`config.mk`:
```
export PLATFORM = sky130hd
export DESIGN_NAME = ft_bus_arbiter_flat
export DESIGN_NICKNAME = d
export VERILOG_FILES = /design/src/rtl/ft_bus_arbiter_if.sv /design/src/rtl/ft_bus_arbiter.sv /design/src/flat_wrapper.sv
export SDC_FILE = /design/constraint.sdc
export NUM_CORES = 1
export LEC_CHECK = 0
export CAP_MARGIN = 15
export CORE_ASPECT_RATIO = 1.4
export CORE_MARGIN = 2
export CORE_UTILIZATION = 34
export CTS_BUF_LIST = sky130_fd_sc_hd__clkbuf_4
export DETAILED_ROUTE_END_ITERATION = 7
export GPL_TIMING_DRIVEN = 0
export PLACE_DENSITY = 0.78
export SLEW_MARGIN = 20
export SYNTH_ARGS = -nofsm -noshare
export SYNTH_HDL_FRONTEND = slang
export SYNTH_SLANG_ARGS = --single-unit
```
`constraint.sdc`:
```
create_clock -name clk_in -period 1.7 [get_ports clk_in]
set_clock_uncertainty 0.2 [all_clocks]
set_input_delay 0.34 -clock clk_in [delete_from_list [all_inputs] [get_ports clk_in]]
set_output_delay 0.34 -clock clk_in [all_outputs]
set_load 0.01 [all_outputs]
```
`src/rtl/ft_bus_arbiter_if.sv`:
```
// ============================================================================
// ft_bus_arbiter_if
// Bundles the FT60x pad-side strobes/data and the gateway TX/RX FIFO
// handshakes seen by ft_bus_arbiter. "master" is the arbiter's view,
// "slave" is the view of the pads plus FIFOs around it.
// Revision: 1.0 - initial release
// ============================================================================
`default_nettype none

interface ft_bus_arbiter_if;
  // FT60x pad side
  logic        txe_n_in;
  logic        rxf_n_in;
  logic        wr_n_out;
  logic        rd_n_out;
  logic        oe_n_out;
  logic        data_oe_out;
  logic [31:0] data_out;
  logic [3:0]  be_out;
  logic [31:0] data_in;
  logic [3:0]  be_in;
  // TX FIFO (first-word-fall-through) side
  logic        tx_empty_in;
  logic [31:0] tx_data_in;
  logic [3:0]  tx_be_in;
  logic        tx_rd_en_out;
  // RX FIFO side
  logic        rx_afull_in;
  logic        rx_wr_en_out;
  logic [31:0] rx_data_out;
  logic [3:0]  rx_be_out;

  modport master (
    input  txe_n_in, rxf_n_in, data_in, be_in,
    input  tx_empty_in, tx_data_in, tx_be_in, rx_afull_in,
    output wr_n_out, rd_n_out, oe_n_out, data_oe_out, data_out, be_out,
    output tx_rd_en_out, rx_wr_en_out, rx_data_out, rx_be_out
  );

  modport slave (
    output txe_n_in, rxf_n_in, data_in, be_in,
    output tx_empty_in, tx_data_in, tx_be_in, rx_afull_in,
    input  wr_n_out, rd_n_out, oe_n_out, data_oe_out, data_out, be_out,
    input  tx_rd_en_out, rx_wr_en_out, rx_data_out, rx_be_out
  );
endinterface

`default_nettype wire

```
`src/rtl/ft_bus_arbiter.sv`:
```
// ============================================================================
// ft_bus_arbiter
// Direction arbiter / sequencer for the 32-bit FT60x synchronous-FIFO bus.
// Grants the shared bus to TX (host-bound) or RX (FPGA-bound) bursts of at
// most MAX_BURST words, alternating on ties, with one GAP cycle after every
// burst for bus turnaround. Optional macro FT_ARB_STATS_EN adds free-running
// 32-bit TX/RX transfer counters (tx_words_out / rx_words_out).
// Revision: 1.0 - initial release
// ============================================================================
`default_nettype none

module ft_bus_arbiter #(
  parameter int MAX_BURST = 256
) (
  input  logic             clk_in,
  input  logic             rst_in,
  ft_bus_arbiter_if.master bus
`ifdef FT_ARB_STATS_EN
  ,
  output logic [31:0]      tx_words_out,
  output logic [31:0]      rx_words_out
`endif
);

  localparam int            CW       = $clog2(MAX_BURST + 1);
  localparam logic [CW-1:0] LAST_CNT = CW'(MAX_BURST - 1);

  typedef enum logic [2:0] {
    S_IDLE     = 3'd0,
    S_TX_BURST = 3'd1,
    S_RX_OE    = 3'd2,
    S_RX_BURST = 3'd3,
    S_GAP      = 3'd4
  } state_t;

  state_t        state_q, state_d;
  logic [CW-1:0] count_q, count_d;
  logic          last_tx_q, last_tx_d;   // 1: last grant went to TX
  logic          rx_wr_en_q;
  logic [31:0]   rx_data_q;
  logic [3:0]    rx_be_q;

  logic tx_req, rx_req;
  logic tx_xfer, rx_xfer;
  logic wr_n, rd_n, oe_n, data_oe;

  // Arbitration, burst sequencing and strobe decode from the state register
  always_comb begin
    tx_req    = !bus.txe_n_in && !bus.tx_empty_in;
    rx_req    = !bus.rxf_n_in && !bus.rx_afull_in;
    state_d   = state_q;
    count_d   = count_q;
    last_tx_d = last_tx_q;
    tx_xfer   = 1'b0;
    rx_xfer   = 1'b0;
    wr_n      = 1'b1;
    rd_n      = 1'b1;
    oe_n      = 1'b1;
    data_oe   = 1'b0;
    case (state_q)
      S_IDLE: begin
        // On a tie the direction not granted last time wins
        if (tx_req && (!rx_req || !last_tx_q)) begin
          state_d   = S_TX_BURST;
          last_tx_d = 1'b1;
          count_d   = '0;
        end else if (rx_req) begin
          state_d   = S_RX_OE;
          last_tx_d = 1'b0;
          count_d   = '0;
        end
      end
      S_TX_BURST: begin
        data_oe = 1'b1;
        wr_n    = bus.tx_empty_in;
        tx_xfer = !bus.tx_empty_in && !bus.txe_n_in;
        if (tx_xfer) count_d = count_q + CW'(1);
        if (bus.txe_n_in || bus.tx_empty_in || (tx_xfer && count_q == LAST_CNT))
          state_d = S_GAP;
      end
      S_RX_OE: begin
        // FT60x needs OE_N low one cycle before RD_N
        oe_n    = 1'b0;
        state_d = S_RX_BURST;
      end
      S_RX_BURST: begin
        oe_n    = 1'b0;
        rd_n    = 1'b0;
        rx_xfer = !bus.rxf_n_in;
        if (rx_xfer) count_d = count_q + CW'(1);
        if (bus.rxf_n_in || bus.rx_afull_in || (rx_xfer && count_q == LAST_CNT))
          state_d = S_GAP;
      end
      S_GAP: begin
        state_d = S_IDLE;
      end
      default: begin
        state_d = S_IDLE;
      end
    endcase
  end

  // State, burst counter and tie-break history
  always_ff @(posedge clk_in or negedge rst_in) begin
    if (!rst_in) begin
      state_q   <= S_IDLE;
      count_q   <= '0;
      last_tx_q <= 1'b0;
    end else begin
      state_q   <= state_d;
      count_q   <= count_d;
      last_tx_q <= last_tx_d;
    end
  end

  // Capture each RX bus word and push it to the RX FIFO one cycle later
  always_ff @(posedge clk_in or negedge rst_in) begin
    if (!rst_in) begin
      rx_wr_en_q <= 1'b0;
      rx_data_q  <= '0;
      rx_be_q    <= '0;
    end else begin
      rx_wr_en_q <= rx_xfer;
      if (rx_xfer) begin
        rx_data_q <= bus.data_in;
        rx_be_q   <= bus.be_in;
      end
    end
  end

`ifdef FT_ARB_STATS_EN
  logic [31:0] tx_words_q, rx_words_q;

  // Free-running transfer counters, wrapping modulo 2^32
  always_ff @(posedge clk_in or negedge rst_in) begin
    if (!rst_in) begin
      tx_words_q <= '0;
      rx_words_q <= '0;
    end else begin
      if (tx_xfer) tx_words_q <= tx_words_q + 32'd1;
      if (rx_xfer) rx_words_q <= rx_words_q + 32'd1;
    end
  end

  assign tx_words_out = tx_words_q;
  assign rx_words_out = rx_words_q;
`endif

  assign bus.wr_n_out     = wr_n;
  assign bus.rd_n_out     = rd_n;
  assign bus.oe_n_out     = oe_n;
  assign bus.data_oe_out  = data_oe;
  assign bus.data_out     = data_oe ? bus.tx_data_in : 32'h0;
  assign bus.be_out       = data_oe ? bus.tx_be_in : 4'h0;
  assign bus.tx_rd_en_out = tx_xfer;
  assign bus.rx_wr_en_out = rx_wr_en_q;
  assign bus.rx_data_out  = rx_data_q;
  assign bus.rx_be_out    = rx_be_q;

endmodule

`default_nettype wire

```
`src/flat_wrapper.sv`:
```
// flat-port wrapper written by rule: the top's interface ports become plain ports
module ft_bus_arbiter_flat 
#(
  parameter int MAX_BURST = 256
)
  (clk_in, rst_in, bus_txe_n_in, bus_rxf_n_in, bus_data_in, bus_be_in, bus_tx_empty_in, bus_tx_data_in, bus_tx_be_in, bus_rx_afull_in, bus_wr_n_out, bus_rd_n_out, bus_oe_n_out, bus_data_oe_out, bus_data_out, bus_be_out, bus_tx_rd_en_out, bus_rx_wr_en_out, bus_rx_data_out, bus_rx_be_out);
  ft_bus_arbiter_if bus_i ();
  input  logic clk_in;
  input  logic rst_in;
  input wire logic [$bits(bus_i.txe_n_in)-1:0] bus_txe_n_in;
  input wire logic [$bits(bus_i.rxf_n_in)-1:0] bus_rxf_n_in;
  input wire logic [$bits(bus_i.data_in)-1:0] bus_data_in;
  input wire logic [$bits(bus_i.be_in)-1:0] bus_be_in;
  input wire logic [$bits(bus_i.tx_empty_in)-1:0] bus_tx_empty_in;
  input wire logic [$bits(bus_i.tx_data_in)-1:0] bus_tx_data_in;
  input wire logic [$bits(bus_i.tx_be_in)-1:0] bus_tx_be_in;
  input wire logic [$bits(bus_i.rx_afull_in)-1:0] bus_rx_afull_in;
  output wire logic [$bits(bus_i.wr_n_out)-1:0] bus_wr_n_out;
  output wire logic [$bits(bus_i.rd_n_out)-1:0] bus_rd_n_out;
  output wire logic [$bits(bus_i.oe_n_out)-1:0] bus_oe_n_out;
  output wire logic [$bits(bus_i.data_oe_out)-1:0] bus_data_oe_out;
  output wire logic [$bits(bus_i.data_out)-1:0] bus_data_out;
  output wire logic [$bits(bus_i.be_out)-1:0] bus_be_out;
  output wire logic [$bits(bus_i.tx_rd_en_out)-1:0] bus_tx_rd_en_out;
  output wire logic [$bits(bus_i.rx_wr_en_out)-1:0] bus_rx_wr_en_out;
  output wire logic [$bits(bus_i.rx_data_out)-1:0] bus_rx_data_out;
  output wire logic [$bits(bus_i.rx_be_out)-1:0] bus_rx_be_out;
  assign bus_i.txe_n_in = bus_txe_n_in;
  assign bus_i.rxf_n_in = bus_rxf_n_in;
  assign bus_i.data_in = bus_data_in;
  assign bus_i.be_in = bus_be_in;
  assign bus_i.tx_empty_in = bus_tx_empty_in;
  assign bus_i.tx_data_in = bus_tx_data_in;
  assign bus_i.tx_be_in = bus_tx_be_in;
  assign bus_i.rx_afull_in = bus_rx_afull_in;
  assign bus_wr_n_out = bus_i.wr_n_out;
  assign bus_rd_n_out = bus_i.rd_n_out;
  assign bus_oe_n_out = bus_i.oe_n_out;
  assign bus_data_oe_out = bus_i.data_oe_out;
  assign bus_data_out = bus_i.data_out;
  assign bus_be_out = bus_i.be_out;
  assign bus_tx_rd_en_out = bus_i.tx_rd_en_out;
  assign bus_rx_wr_en_out = bus_i.rx_wr_en_out;
  assign bus_rx_data_out = bus_i.rx_data_out;
  assign bus_rx_be_out = bus_i.rx_be_out;
  ft_bus_arbiter #(.MAX_BURST(MAX_BURST)) u_core (.clk_in(clk_in), .rst_in(rst_in), .bus(bus_i));
endmodule
```
==> impl_metrics.py <==
metrics = {
    "grt": {
        "global_route_wire_length_before_repair_um": 12800,
        "track_usage": 0.195,
        "grt_pass1_vias": 2460,
        "grt_overflow": 0,
        "grt_antenna_before_repair": 0,
        "grt_start_max_net_pins": 28,
    },
    "layout": {
        "area.growth.synth_to_final_pct": 91.2,
        "antennaDiodeCount": 0,
        "layout_cell_share_with_drive_strength_beyond_1": 0.401,
        "final_net_count": 485,
        "final_util": 0.663,
    },
    "power_and_ir_drop": {
        "leak_pwr_nw": 2.26,
        "p_per_area_mw_per_mm2": 1390,
        "ir_drop_mv": 0.689,
    },
    "worst_setup_path": {
        "crit_path_capture_type": "primary output",
        "critical_path.startpoint": "u_core.state_q[2]",
        "critical_path_required_ns": 1.16,
        "crit_type": "flop to primary output",
        "cp-start-kind": "flop",
        "critical_path.reg2reg.startpoint": "u_core.state_q[2]",
        "path_max_fanout": 6,
        "critPathArrivalTime_ns": 1.68,
    },
    "route": {
        "dr_total_vias": 2362,
        "routed_wire_length_per_instance_um": 16.2,
        "detailroute.wirelength.met3_um": 372,
        "drtPass1Iterations": 4,
        "drt-total-wl_um": 8140,
        "drtIter0Drc": 87,
        "met2_wirelength_um": 4340,
        "remaining_drc_errors": 0,
        "route.top_layer_used": "met4",
        "antenna_violation_net_count_after_detailed_routing": 0,
        "wl_met1_um": 3290,
        "via_per_inst": 4.70,
    },
    "placed_design": {
        "numPortBuffers": 155,
        "finalWeightedCongestion": 0.819,
        "detailed_place_hpwl_um": 5520,
        "detailedPlace.worstSlack_ns": -0.738,
    },
    "floorplan": {
        "core.rowCount": 37,
        "core-area_mm2": 0.00727,
        "die-width_um": 76.8,
        "start_util": 0.347,
        "floorplan.die_area_mm2": 0.00813,
        "height_of_the_chip_um": 106,
        "io_pins": 156,
    },
    "timing": {
        "finalSetupViolations": 87,
        "timing_max_transition_violations_final": 0,
        "timing.slew.headroom": 0.585,
        "timing_worst_slew_pin_value_ns": 0.623,
        "hold_violations": 0,
        "fin_crit_ns": 2.22,
        "layout_setup_ws_ns": -0.519,
        "final.period_utilization": 1.31,
        "fmax_ghz": 0.451,
        "grt_setup_unrepaired": "yes",
    },
    "cts": {
        "cts-root-buf": "clkbuf_4",
        "cts_buffers": 5,
        "clock_sinks": 50,
        "clockBufferDepth": 2,
        "h-tree-depth": 2,
        "tritoncts": "yes",
        "clk_latency_ns": 0.38,
        "worst_setup_hold_path_clk_slew_ns": 0.16,
    },
    "synthesis": {
        "ys_seq_area_frac": 0.496,
        "yosysWarnings": 0,
        "synthesis.instances": 206,
        "synthDominantAreaCellType": "dfrtp_1",
        "synth.cell_area_mm2": 0.00252,
        "post_synth_num_cell_types": 33,
        "syn-num-nets": 286,
        "post-synth-top-count-cell": "dfrtp_1",
        "synth.avg_cell_area_um2": 12.2,
        "synth-edff-count": 0,
        "postSynthRegisterBits": 50,
        "synth_ff_type": "dfrtp_1",
        "synth_top_cell_area_share": 0.496,
        "cell_types_occupying_the_most_area_after_synthesis": "dfrtp_1 50%, mux2_4 17%, and2_1 9.2%",
        "async_flop_share": 1.00,
        "synthTopCellsByCount": "50 x dfrtp_1, 37 x and2_1, 29 x mux2_4",
    },
    "min_path": {
        "hold_class": "primary input to async pin",
    },
    "run_status": {
        "outcome": "finished with violations",
        "failed_checks": "setup timing",
    },
    "run": {
        "maxCapViolations": 0,
    },
}
layout by cell type, fill, tap and decap left out, types with 3 or more instances in the layout:
master           synthesis  routed
clkdlybuf4s50_1          0      75
mux2_1                   7       7
bufbuf_16                0       4
dlygate4sd2_1            0      36
buf_8                    3       3
a21oi_1                  5       5
buf_2                    3      21
nand2b_1                 5       3
buf_4                    0      24
nor3_4                   0       3
mux2_4                  29      29
buf_12                   0       6
nand2_1                  9       8
and2_4                   0      17
dfrtp_1                 50      48
clkdlybuf4s15_2          0       3
clkbuf_4                 0       5
and2_1                  37      20
o21ai_1                 13      11
buf_6                    2      27
nor2_1                   7       7
report_power, final:
| part | leakage [nW] | switching, W | internal [W] |
|---|---|---|---|
| Combinational | 1.61 | 0.00165 | 0.00252 |
| Clock | 0.0278 | 0.000407 | 0.000166 |
| Sequential | 0.622 | 0.000258 | 0.00168 |
| Total | 2.26 | 0.00231 | 0.00436 |
sequential cells by signal, indices dropped and copies added (netlist names):
| register | flops |
|---|---|
| u_core.state_q | 3 |
| u_core.bus.rx_wr_en_out | 1 |
| u_core.count_q | 9 |
| u_core.bus.rx_data_out | 32 |
| u_core.bus.rx_be_out | 4 |
| u_core.last_tx_q | 1 |
metal layers:
layer  vias up  GRT usage
met5         -          0
li1       1110          -
met2        80      0.341
met1      1156      0.242
met3        16     0.0407
met4         0     0.0571
kinds of logic after synthesis:
kind of cell	count (synthesis)	synth area share
and+or+nand+nor	72	0.167
adders and majority gates	2	0.00992
buffers and inverters	14	0.0417
AOI/OAI and AO/OA	32	0.0814
muxes	36	0.204
DFF	50	0.496
area by class of cell:
cell class | instances | area, um2
multi-input combinational | 142 | 1340
tap | 97 | 121
buffer | 12 | 173
sequential | 50 | 1250
clock buffer | 5 | 37.5
inverter | 2 | 7.51
fill | 548 | 2450
clock inverter | 3 | 23.8
timing repair buffer | 192 | 1860
worst max-delay path: stages (launching register included):
cell and delay [ns]:
dfrtp_2 0.44, nand2b_4 0.16, nor2_4 0.13, buf_6 0.12, buf_8 0.10, buf_6 0.11, and2_4 0.15, buf_6 0.10
what timing repair did:
item                                    CTS  global route
endpoints found under the setup margin  114            90
endpoints found under the hold margin    26             0
cloned                                    6             0
setup buffers                            24             6
resized for setup                       245            41
hold buffers                              1             0
pin swaps                                12            15
final timing paths:
check | endpoint | slack (ns) | cells after the start
max in group asynchronous | u_core.count_q[4] | 0.43 | 3
setup / recovery | bus_data_out[4] | -0.52 | 7
min in group clk_in | u_core.bus.rx_data_out[24] | 0.30 | 1
setup reg to reg | u_core.bus.rx_data_out[8] | -0.25 | 5
hold reg to reg | u_core.bus.rx_data_out[24] | 0.30 | 1
hold / removal | u_core.bus.rx_data_out[3] | 0.29 | 2
metrics by stage:
stage | setup TNS, ns | instances | cell area (um2) | total power, W | hold slack, ns
floorplan | 0 | 206 | 2540 | 0.00367 | -0.156
global placement | -110.69 | 458 | 4210 | 0.00544 | 0.264
detailed placement | -45.01 | 459 | 4230 | 0.00554 | 0.189
CTS | -26.03 | 498 | 4630 | 0.00645 | 0.285
global route | -29.70 | 503 | 4820 | 0.00707 | 0.311
finish | -25.65 | 503 | 4820 | 0.00668 | 0.287
Power figures use the tool's default switching activity.
